## config.mk

```make
export PLATFORM = sky130hd
export DESIGN_NAME = level_generator
export DESIGN_NICKNAME = d
export VERILOG_FILES = /design/src/rtl/level_generator.sv
export SDC_FILE = /design/constraint.sdc
export NUM_CORES = 1
export LEC_CHECK = 0
export ABC_AREA = 1
export CORE_AREA = 2 2 39 41
export DETAILED_ROUTE_END_ITERATION = 10
export DIE_AREA = 0 0 41 43
export GPL_TIMING_DRIVEN = 0
export SYNTH_ARGS = -nofsm -noshare
export SYNTH_HDL_FRONTEND = slang
export SYNTH_SLANG_ARGS = --single-unit
```

## constraint.sdc

```tcl
create_clock -name clk -period 1.6 [get_ports clk]
set_clock_uncertainty 0.05 [all_clocks]
set_input_delay 0.32 -clock clk [delete_from_list [all_inputs] [get_ports clk]]
set_output_delay 0.32 -clock clk [all_outputs]
set_load 0.005 [all_outputs]
```

## src/rtl/level_generator.sv

```systemverilog
// Converts single-cycle request/response pulses into transaction level signals.
// Optional watchdog counter and timeout flag are compiled in with LVL_GEN_TIMEOUT_EN.
module level_generator #(
  parameter int unsigned TIMEOUT_CYCLES = 1000,
  parameter int unsigned CNT_W          = 16
) (
  input  logic       clk,
  input  logic       reset_n,
  input  logic       s_read_pul,
  input  logic       s_write_pul,
  input  logic       t_valid_pul,
  input  logic       trans_error_pul,
  output logic       s_read,
  output logic       s_write,
  output logic       t_valid,
  output logic       trans_error,
  output logic       timeout,
  output logic       coll_pul,
  output logic [1:0] dbg_state
);

  typedef enum logic [1:0] {
    IDLE = 2'd0,
    RD   = 2'd1,
    WR   = 2'd2
  } state_e;

  // Elaboration-time guard: the counter must be able to reach TIMEOUT_CYCLES-1.
  if ((TIMEOUT_CYCLES < 2) || (TIMEOUT_CYCLES > 65535) ||
      ((64'd1 << CNT_W) <= 64'(TIMEOUT_CYCLES))) begin : g_bad_cfg
    $error("level_generator: illegal TIMEOUT_CYCLES/CNT_W combination");
  end

  state_e state_q, state_d;
  logic   s_read_q, s_read_d;
  logic   s_write_q, s_write_d;
  logic   t_valid_q, t_valid_d;
  logic   trans_error_q, trans_error_d;
  logic   coll_q, coll_d;

  // Control strobes shared with the optional watchdog.
  logic   open_start;   // entering RD or WR this edge
  logic   expire;       // watchdog reached its last cycle
  logic   to_set;       // close the transaction on expiry

`ifdef LVL_GEN_TIMEOUT_EN
  logic [CNT_W-1:0] cnt_q, cnt_d;
  logic             timeout_q, timeout_d;

  assign expire = (cnt_q == CNT_W'(TIMEOUT_CYCLES - 1));
`else
  assign expire = 1'b0;
`endif

  always_comb begin
    state_d       = state_q;
    t_valid_d     = t_valid_q;
    trans_error_d = trans_error_q;
    coll_d        = 1'b0;
    open_start    = 1'b0;
    to_set        = 1'b0;

    case (state_q)
      IDLE: begin
        // Read wins a simultaneous request; the losing write is reported.
        if (s_read_pul) begin
          state_d    = RD;
          open_start = 1'b1;
          coll_d     = s_write_pul;
        end else if (s_write_pul) begin
          state_d    = WR;
          open_start = 1'b1;
        end
        if (open_start) begin
          t_valid_d     = 1'b0;
          trans_error_d = 1'b0;
        end
      end
      RD, WR: begin
        // Any request while open is dropped, even alongside a termination.
        coll_d = s_read_pul | s_write_pul;
        if (trans_error_pul) begin
          state_d       = IDLE;
          trans_error_d = 1'b1;
        end else if (t_valid_pul) begin
          state_d   = IDLE;
          t_valid_d = 1'b1;
        end else if (expire) begin
          state_d = IDLE;
          to_set  = 1'b1;
        end
      end
      default: begin
        state_d = IDLE;
      end
    endcase

    s_read_d  = (state_d == RD);
    s_write_d = (state_d == WR);
  end

  always_ff @(posedge clk or negedge reset_n) begin
    if (!reset_n) begin
      state_q       <= IDLE;
      s_read_q      <= 1'b0;
      s_write_q     <= 1'b0;
      t_valid_q     <= 1'b0;
      trans_error_q <= 1'b0;
      coll_q        <= 1'b0;
    end else begin
      state_q       <= state_d;
      s_read_q      <= s_read_d;
      s_write_q     <= s_write_d;
      t_valid_q     <= t_valid_d;
      trans_error_q <= trans_error_d;
      coll_q        <= coll_d;
    end
  end

`ifdef LVL_GEN_TIMEOUT_EN
  // Counter runs only while open and restarts from zero on every new open.
  always_comb begin
    cnt_d     = '0;
    timeout_d = timeout_q;
    if (open_start) begin
      timeout_d = 1'b0;
    end else if (to_set) begin
      timeout_d = 1'b1;
    end
    if ((state_q != IDLE) && (state_d != IDLE)) begin
      cnt_d = cnt_q + CNT_W'(1);
    end
  end

  always_ff @(posedge clk or negedge reset_n) begin
    if (!reset_n) begin
      cnt_q     <= '0;
      timeout_q <= 1'b0;
    end else begin
      cnt_q     <= cnt_d;
      timeout_q <= timeout_d;
    end
  end

  assign timeout = timeout_q;
`else
  assign timeout = 1'b0;
`endif

  assign s_read      = s_read_q;
  assign s_write     = s_write_q;
  assign t_valid     = t_valid_q;
  assign trans_error = trans_error_q;
  assign coll_pul    = coll_q;
  assign dbg_state   = state_q;

endmodule

```

Yosys cells after proc, flatten, opt, wreduce, memory -nomap -nowiden
Cells that the tools add are included.
- input port bits: 6
- register bits after elaboration: 7
- logic and storage cells: 36
- multiplexer cells: 16
- equal/unequal tests: 8
- reductions and logical operators: 5
- bitwise operators: 1
- operator list (cell ; number):
    $mux 1 ; 8
    $mux 2 ; 4
    $ne 2x2->1 const B ; 4
    $pmux 1 s2 ; 3
    $eq 2x1->1 const B ; 2
    $eq 2x2->1 const B ; 2
    $pmux 2 s2 ; 1
    $reduce_and 4->1 ; 1
    $reduce_and 3->1 ; 1
    $logic_not 2->1 ; 1
    $reduce_bool 2->1 ; 1
    $reduce_or 2->1 ; 1
    $or 1x1->1 ; 1

Logic depth before layout (Yosys ltp)
Gate-level depths: netlist of the first run.
- depth after elaboration: 5
- depth in mapped cells: 7
- mapped depth without buffers: 7

Worst setup path before layout of the first run
Ideal clock, no wire load.
- path kind: reg-to-reg
- from: register state_q[0], in the netlist dbg_state[0]
- to: register trans_error_q, in the netlist trans_error
- slack: 372 ps
- path buffers: 0
- arrival: 1052 ps
- library setup time: 126 ps
- cell stages (with the launch flop): 7
- cells stage by stage: dfrtp_1 inv_1 ha_1 nand2_1 nand3_1 nand2_1 o21ai_0
- word-level cells in the longest chain between the ends: 4
- elaborated cells between the ends (all ways): 9
- those cells by class: eq/ne (4); mux (1); reduce/logical (4)
- ends and longest elaborated chain (item ; RTL line ; source):
    start: declaration ; 34 ; state_e state_q, state_d;
    start signal: assignment ; 111 ; state_q <= state_d;
    $eq 2x1->1 or $eq 2x2->1 (tied branches) ; 63 ; case (state_q)
    $reduce_or 2->1 ; - ;
    $ne 2x2->1 (no source line) or $reduce_bool 2->1 (tied branches) ; - ;
    $reduce_and 3->1 (no source line) ; - ;
    end signal: assignment ; 115 ; trans_error_q <= trans_error_d;
    end: declaration ; 38 ; logic trans_error_q, trans_error_d;
Several ways; a longest one is shown, not always the timed one.
A chain may end at the register's enable or synchronous reset.

Worst setup path in the final report of the first run
- from: register state_q[0], in the netlist dbg_state[0]
- to: output port dbg_state[0]
- RTL lines (item ; RTL line ; source):
    end: declaration ; 19 ; output logic [1:0] dbg_state
No word-level cell between the ends.

==> results of run 1 <==
==> power by group <==
group / switching, uW / internal (uW)
registers: 41.3 / 253
logic: 216 / 240
clock network: 62.5 / 95.0
total: 320 / 588
==> worst paths after layout <==
check / start / end / slack (ps) / cells past startpoint
worst max-delay path: dbg_state[0] / dbg_state[0] / 60 / 1
worst min-delay path: reset_n / coll_pul / 280 / 1
worst max register to register: dbg_state[1] / s_read / 250 / 6
worst min register to register: t_valid / t_valid / 430 / 2
max in group asynchronous: reset_n / s_read / 980 / 1
min in group clk: t_valid / t_valid / 430 / 2
==> sequential cells by signal (all words and copies together), names as in the netlist <==
name and count:
t_valid 1, s_read 1, dbg_state 2, trans_error 1, coll_pul 1, s_write 1
==> cell families after synthesis <==
kind of cell	share of synthesized area, %
fa+ha+maj	6.71
buf+inv	13.1
other cells	1.01
flops	47.0
simple gates	26.8
compound gates	5.37
==> synth_stat cells, drive strengths merged <==
cell type	instances
nand2	15
inv	11
dfrtp	7
nand3	4
nor2	3
o21ai	3
ha	2
nand4	2
a21oi	1
buf	1
conb	1
==> what timing repair did <==
action | 4_1_cts | 5_1_grt
buffers inserted | 0 | 1
endpoints found under the setup margin | 0 | 1
gates resized for setup | 0 | 0
==> area by class of cell <==
cell class	count	area, sq um
fill	158	837
sequential	7	175
multi-input combinational	31	149
timing repair buffer	13	128
inverter	11	41.3
clock buffer	4	26.3
tap	16	20.0
buffer	1	7.51
==> through the flow <==
stage | total power (uW) | setup slack [ps] | instance area (sq um) | utilization (%) | hold slack (ps)
2_1_floorplan | 525 | 372 | 373 | - | -25.6
3_3_place_gp | 725 | 199 | 513 | 37.1 | 410
3_5_place_dp | 737 | 181 | 513 | 37.1 | 416
4_1_cts | 905 | 24.0 | 539 | 39.0 | 285
5_1_grt | 984 | 22.8 | 547 | 39.5 | 289
6_report | 908 | 55.3 | 547 | 39.5 | 282
==> routing by layer <==
layer	track usage, %	vias to the layer above
met5	0	-
met4	4.00	0
met3	7.85	0
met2	14.7	10
met1	10.2	175
li1	-	183
==> flow_metrics.tcl, run 1 <==
set metrics [dict create \
    rows 14 \
    crit_fanout 4 \
    syn_area_per_cell_sq_um 7.46 \
    grt_pass1_vias 314 \
    synthCells 50 \
    worstSkewPairLatency_ps 250 \
    initial_utilization_pct 26.9 \
    place.gp.congestion 0.808 \
    highest_layer "met3" \
    fp.dieW_um 41 \
    hold_buffers 0 \
    vias 368 \
    final_common_cell "nand2_1" \
    worstPathArrival_ps 1170 \
    hold_class "in2async" \
    cts_max_path_buffers 2 \
    yosys_warnings 0 \
    synth_largest_area_cell "dfrtp_1" \
    path_cells "clkdlybuf4s50_1" \
    wl_um 738 \
    period_minus_slack_ps 1540 \
    avgViaCountPerCell 4.43 \
    slew_viol_final 0 \
    dp_cells 78 \
    hold_violations 0 \
    synthTopCellsByArea "dfrtp_1 (47%), nand2_1 (15%), inv_1 (11%), ha_1 (6.7%), nand3_1 (5.4%)" \
    p_leak_uw 0.000301 \
    cts_max_level 1 \
    maxCapViolCount 0 \
    portBuffers 12 \
    nets 76 \
    synth_seq_cells 7 \
    final_cell_mix "nand2_1 (15), clkdlybuf4s50_1 (12), inv_1 (11)" \
    drive_above_1_share_pct 7.46 \
    clock.fmax_ghz 0.647 \
    fp.coreArea_sq_mm 0.00138 \
    wl_met1_um 294 \
    synth_area_sq_um 373 \
    synth_top_cell_area_share_pct 47.0 \
    diodes 0 \
    wl_met3_um 54 \
    ant_nets 0 \
    fin_cells 83 \
    grt_first_pass_wirelength_mm 1.11 \
    post-route-period-util_pct 96.5 \
    cp_num_buf_inv 1 \
    cts_buffers 3 \
    dr.pass1.iters 4 \
    power_density_mw_per_mm2 1660 \
    cts_tree "built" \
    crit_slowest_cell "clkdlybuf4s50_1" \
    grt-ovfl-total 0 \
    cp.required_ps 1230 \
    synth.distinct_cells 11 \
    hpwl_um 581 \
    rsz0062_at_grt "no" \
    clk_pin_slew_ps 50 \
    die_h_um 43 \
    drc 0 \
    syn_to_final_growth_pct 46.6 \
    setup_viol 0 \
    startpoint_type "flip-flop" \
    grt_max_degree 8 \
    drt_iter0_drc 11 \
    cts_root_buffer "clkbuf_4" \
    wl_met2_um 390 \
    antenna_found_initial 0 \
    syn_nets 58 \
    vdd_drop_max_mv 0.564 \
    synth-seq-area-share_pct 47.0 \
    clock_sinks 7 \
    status "finished clean" \
    cp_top_family "buffers and inverters" \
    die_area_sq_mm 0.00176 \
    criticalPathCategory "reg2out" \
    cpPeakStageDelay_ps 530 \
    cp-end-kind "primary output" \
    grtUsageTotal_pct 10.0 \
    ioPinCount 14 \
    wl_per_cell_um 8.89 \
    setup_tns_ps 0 \
]
No activity file was read; power rests on OpenSTA's default activity.
==> run 2, diff against run 1 <==
--- a/config.mk
+++ b/config.mk
@@ -7,6 +7,7 @@
 export LEC_CHECK = 0
 export ABC_AREA = 1
 export CORE_AREA = 2 2 39 41
+export CTS_BUF_LIST = sky130_fd_sc_hd__clkbuf_8 sky130_fd_sc_hd__clkbuf_16
 export DETAILED_ROUTE_END_ITERATION = 10
 export DIE_AREA = 0 0 41 43
 export GPL_TIMING_DRIVEN = 0
==> run 2 against run 1 <==
  * Register-to-register slack about the same
  * Critical path type unchanged
  * Combinational power down 4.6%
  * Critical endpoint unchanged
  * Clock power up 50%
  * Setup slack better by 8.4 ps
  * Largest cell class unchanged
==> flow_metrics.tcl, run 2 (synthesis gave the netlist of run 1 again) <==
set metrics [dict create \
    status "finished clean" \
    post-route-period-util_pct 96.0 \
    drive_above_1_share_pct 6.06 \
    timing.rr.end "s_read" \
    cp.required_ps 1230 \
    slew_viol_final 0 \
    worstSkewPairLatency_ps 220 \
    grt_use_met2_pct 15.3 \
    maxCapViolCount 0 \
    busiest_layer "met2" \
    power_density_mw_per_mm2 1740 \
    dpl_worst_slack_ps 181 \
    clock_sinks 7 \
    grt_max_degree 8 \
    crit_end "dbg_state[0]" \
    criticalPathCategory "reg2out" \
    hold_buffers 0 \
    cts_tree "built" \
    grtUsageTotal_pct 10.4 \
    hold_class "in2async" \
    vias 353 \
    ioPinCount 14 \
    grt-ovfl-total 0 \
    path_depth 1 \
    cts_root_buffer "clkbuf_8" \
    die_h_um 43 \
    dr.pass1.iters 3 \
    largest_reg_flops 2 \
    initial_utilization_pct 26.9 \
    fp.coreArea_sq_mm 0.00138 \
    cts_max_path_buffers 2 \
    setup_viol 0 \
    rr_worst_depth 6 \
    path_cells "clkdlybuf4s50_1" \
    cts_buffers 3 \
    drt_iter0_drc 4 \
    diodes 0 \
    grt_pass1_vias 324 \
    ff_latch_area_sq_um 175 \
    wl_per_cell_um 8.83 \
    cp_num_buf_inv 1 \
    rsz0062_at_grt "no" \
    wl_um 724 \
    crit_slowest_cell "clkdlybuf4s50_1" \
    drc 0 \
    cpPeakStageDelay_ps 540 \
    cp_top_family "buffers and inverters" \
    antenna_found_initial 0 \
    layout_setup_ws_ps 63.7 \
    r2r_slack_ps 240 \
    period_minus_slack_ps 1540 \
    multi_input_area_sq_um 149 \
    final_common_cell "nand2_1" \
    reg2reg_from "dbg_state[0]" \
    crit_fanout 5 \
    place.gp.congestion 0.808 \
    post_cts_resized 0 \
    vdd_drop_max_mv 0.660 \
    grt_use_met3_pct 7.85 \
    final_cell_mix "nand2_1 (15), inv_1 (12), clkdlybuf4s50_1 (12)" \
    grt_use_met1_pct 10.9 \
    hpwl_um 581 \
    avgViaCountPerCell 4.30 \
    startpoint_type "flip-flop" \
    cts_max_level 1 \
    rows 14 \
    utilization_pct 40.3 \
    hold_violations 0 \
    cp-end-kind "primary output" \
    clock.fmax_ghz 0.651 \
    die_area_sq_mm 0.00176 \
    nets 75 \
    post_cts_buffers 0 \
    grt_first_pass_wirelength_mm 1.16 \
    ant_nets 0 \
    syn_to_final_growth_pct 49.7 \
    fillerInstances 156 \
    fp.dieW_um 41 \
    setup_tns_ps 0 \
    crit_start "dbg_state[0]" \
    p_leak_uw 0.000308 \
    worstPathArrival_ps 1170 \
    clk_pin_slew_ps 40 \
    portBuffers 12 \
]
run 2: cell types whose count changed in the layout (fill, tap and decap cells not counted):
| cell | delta |
|---|---|
| buf_4 | -1 |
| clkbuf_8 | +3 |
| inv_1 | +1 |
| clkbuf_4 | -3 |
| clkbuf_1 | -1 |
run 2: worst min path at each step:
stage | start | to | slack [ps] | cells past startpoint
2_1_floorplan | reset_n | coll_pul | -30 | 0
3_3_place_gp | t_valid | t_valid | 410 | 2
3_5_place_dp | t_valid | t_valid | 420 | 2
4_1_cts | reset_n | coll_pul | 320 | 1
5_1_grt | reset_n | dbg_state[0] | 320 | 1
6_report | reset_n | coll_pul | 310 | 1
run 2: cell type report:
class                   count  share of cell area, %
inverters                  11                   7.40
clock inverters             1                  0.673
flip-flops and latches      7                   31.4
plain buffers               1                   1.35
repair buffers             12                   21.5
well taps                  16                   3.59
multi-input cells          31                   26.7
clock buffers               3                   7.40
run 2: layer usage:
layer | up-vias | part of all wire (%)
li1 | 181 | -
met1 | 162 | 40
met2 | 10 | 52
met3 | 0 | 7.3
met4 | 0 | 0
met5 | - | 0
run 2: where the power goes:
group	internal [uW]	total [uW]	switching, uW
Clock	165	237	71.6
Sequential	253	297	43.7
Combinational	226	435	209
run 2: stage by stage:
stage,instance area [sq um],std cells,power (uW),hold slack [ps]
5_1_grt,558,82,1050,323
2_1_floorplan,373,50,525,-25.6
3_3_place_gp,513,78,725,410
6_report,558,82,969,310
3_5_place_dp,513,78,737,416
4_1_cts,558,82,985,319
==> run 3, diff against run 2 <==
--- a/config.mk
+++ b/config.mk
@@ -8,6 +8,7 @@
 export ABC_AREA = 1
 export CORE_AREA = 2 2 39 41
 export CTS_BUF_LIST = sky130_fd_sc_hd__clkbuf_8 sky130_fd_sc_hd__clkbuf_16
+export CTS_CLUSTER_SIZE = 20
 export DETAILED_ROUTE_END_ITERATION = 10
 export DIE_AREA = 0 0 41 43
 export GPL_TIMING_DRIVEN = 0
==> results of run 3 <==
The final DEF is identical to that of run 2; final timing and power are the same.
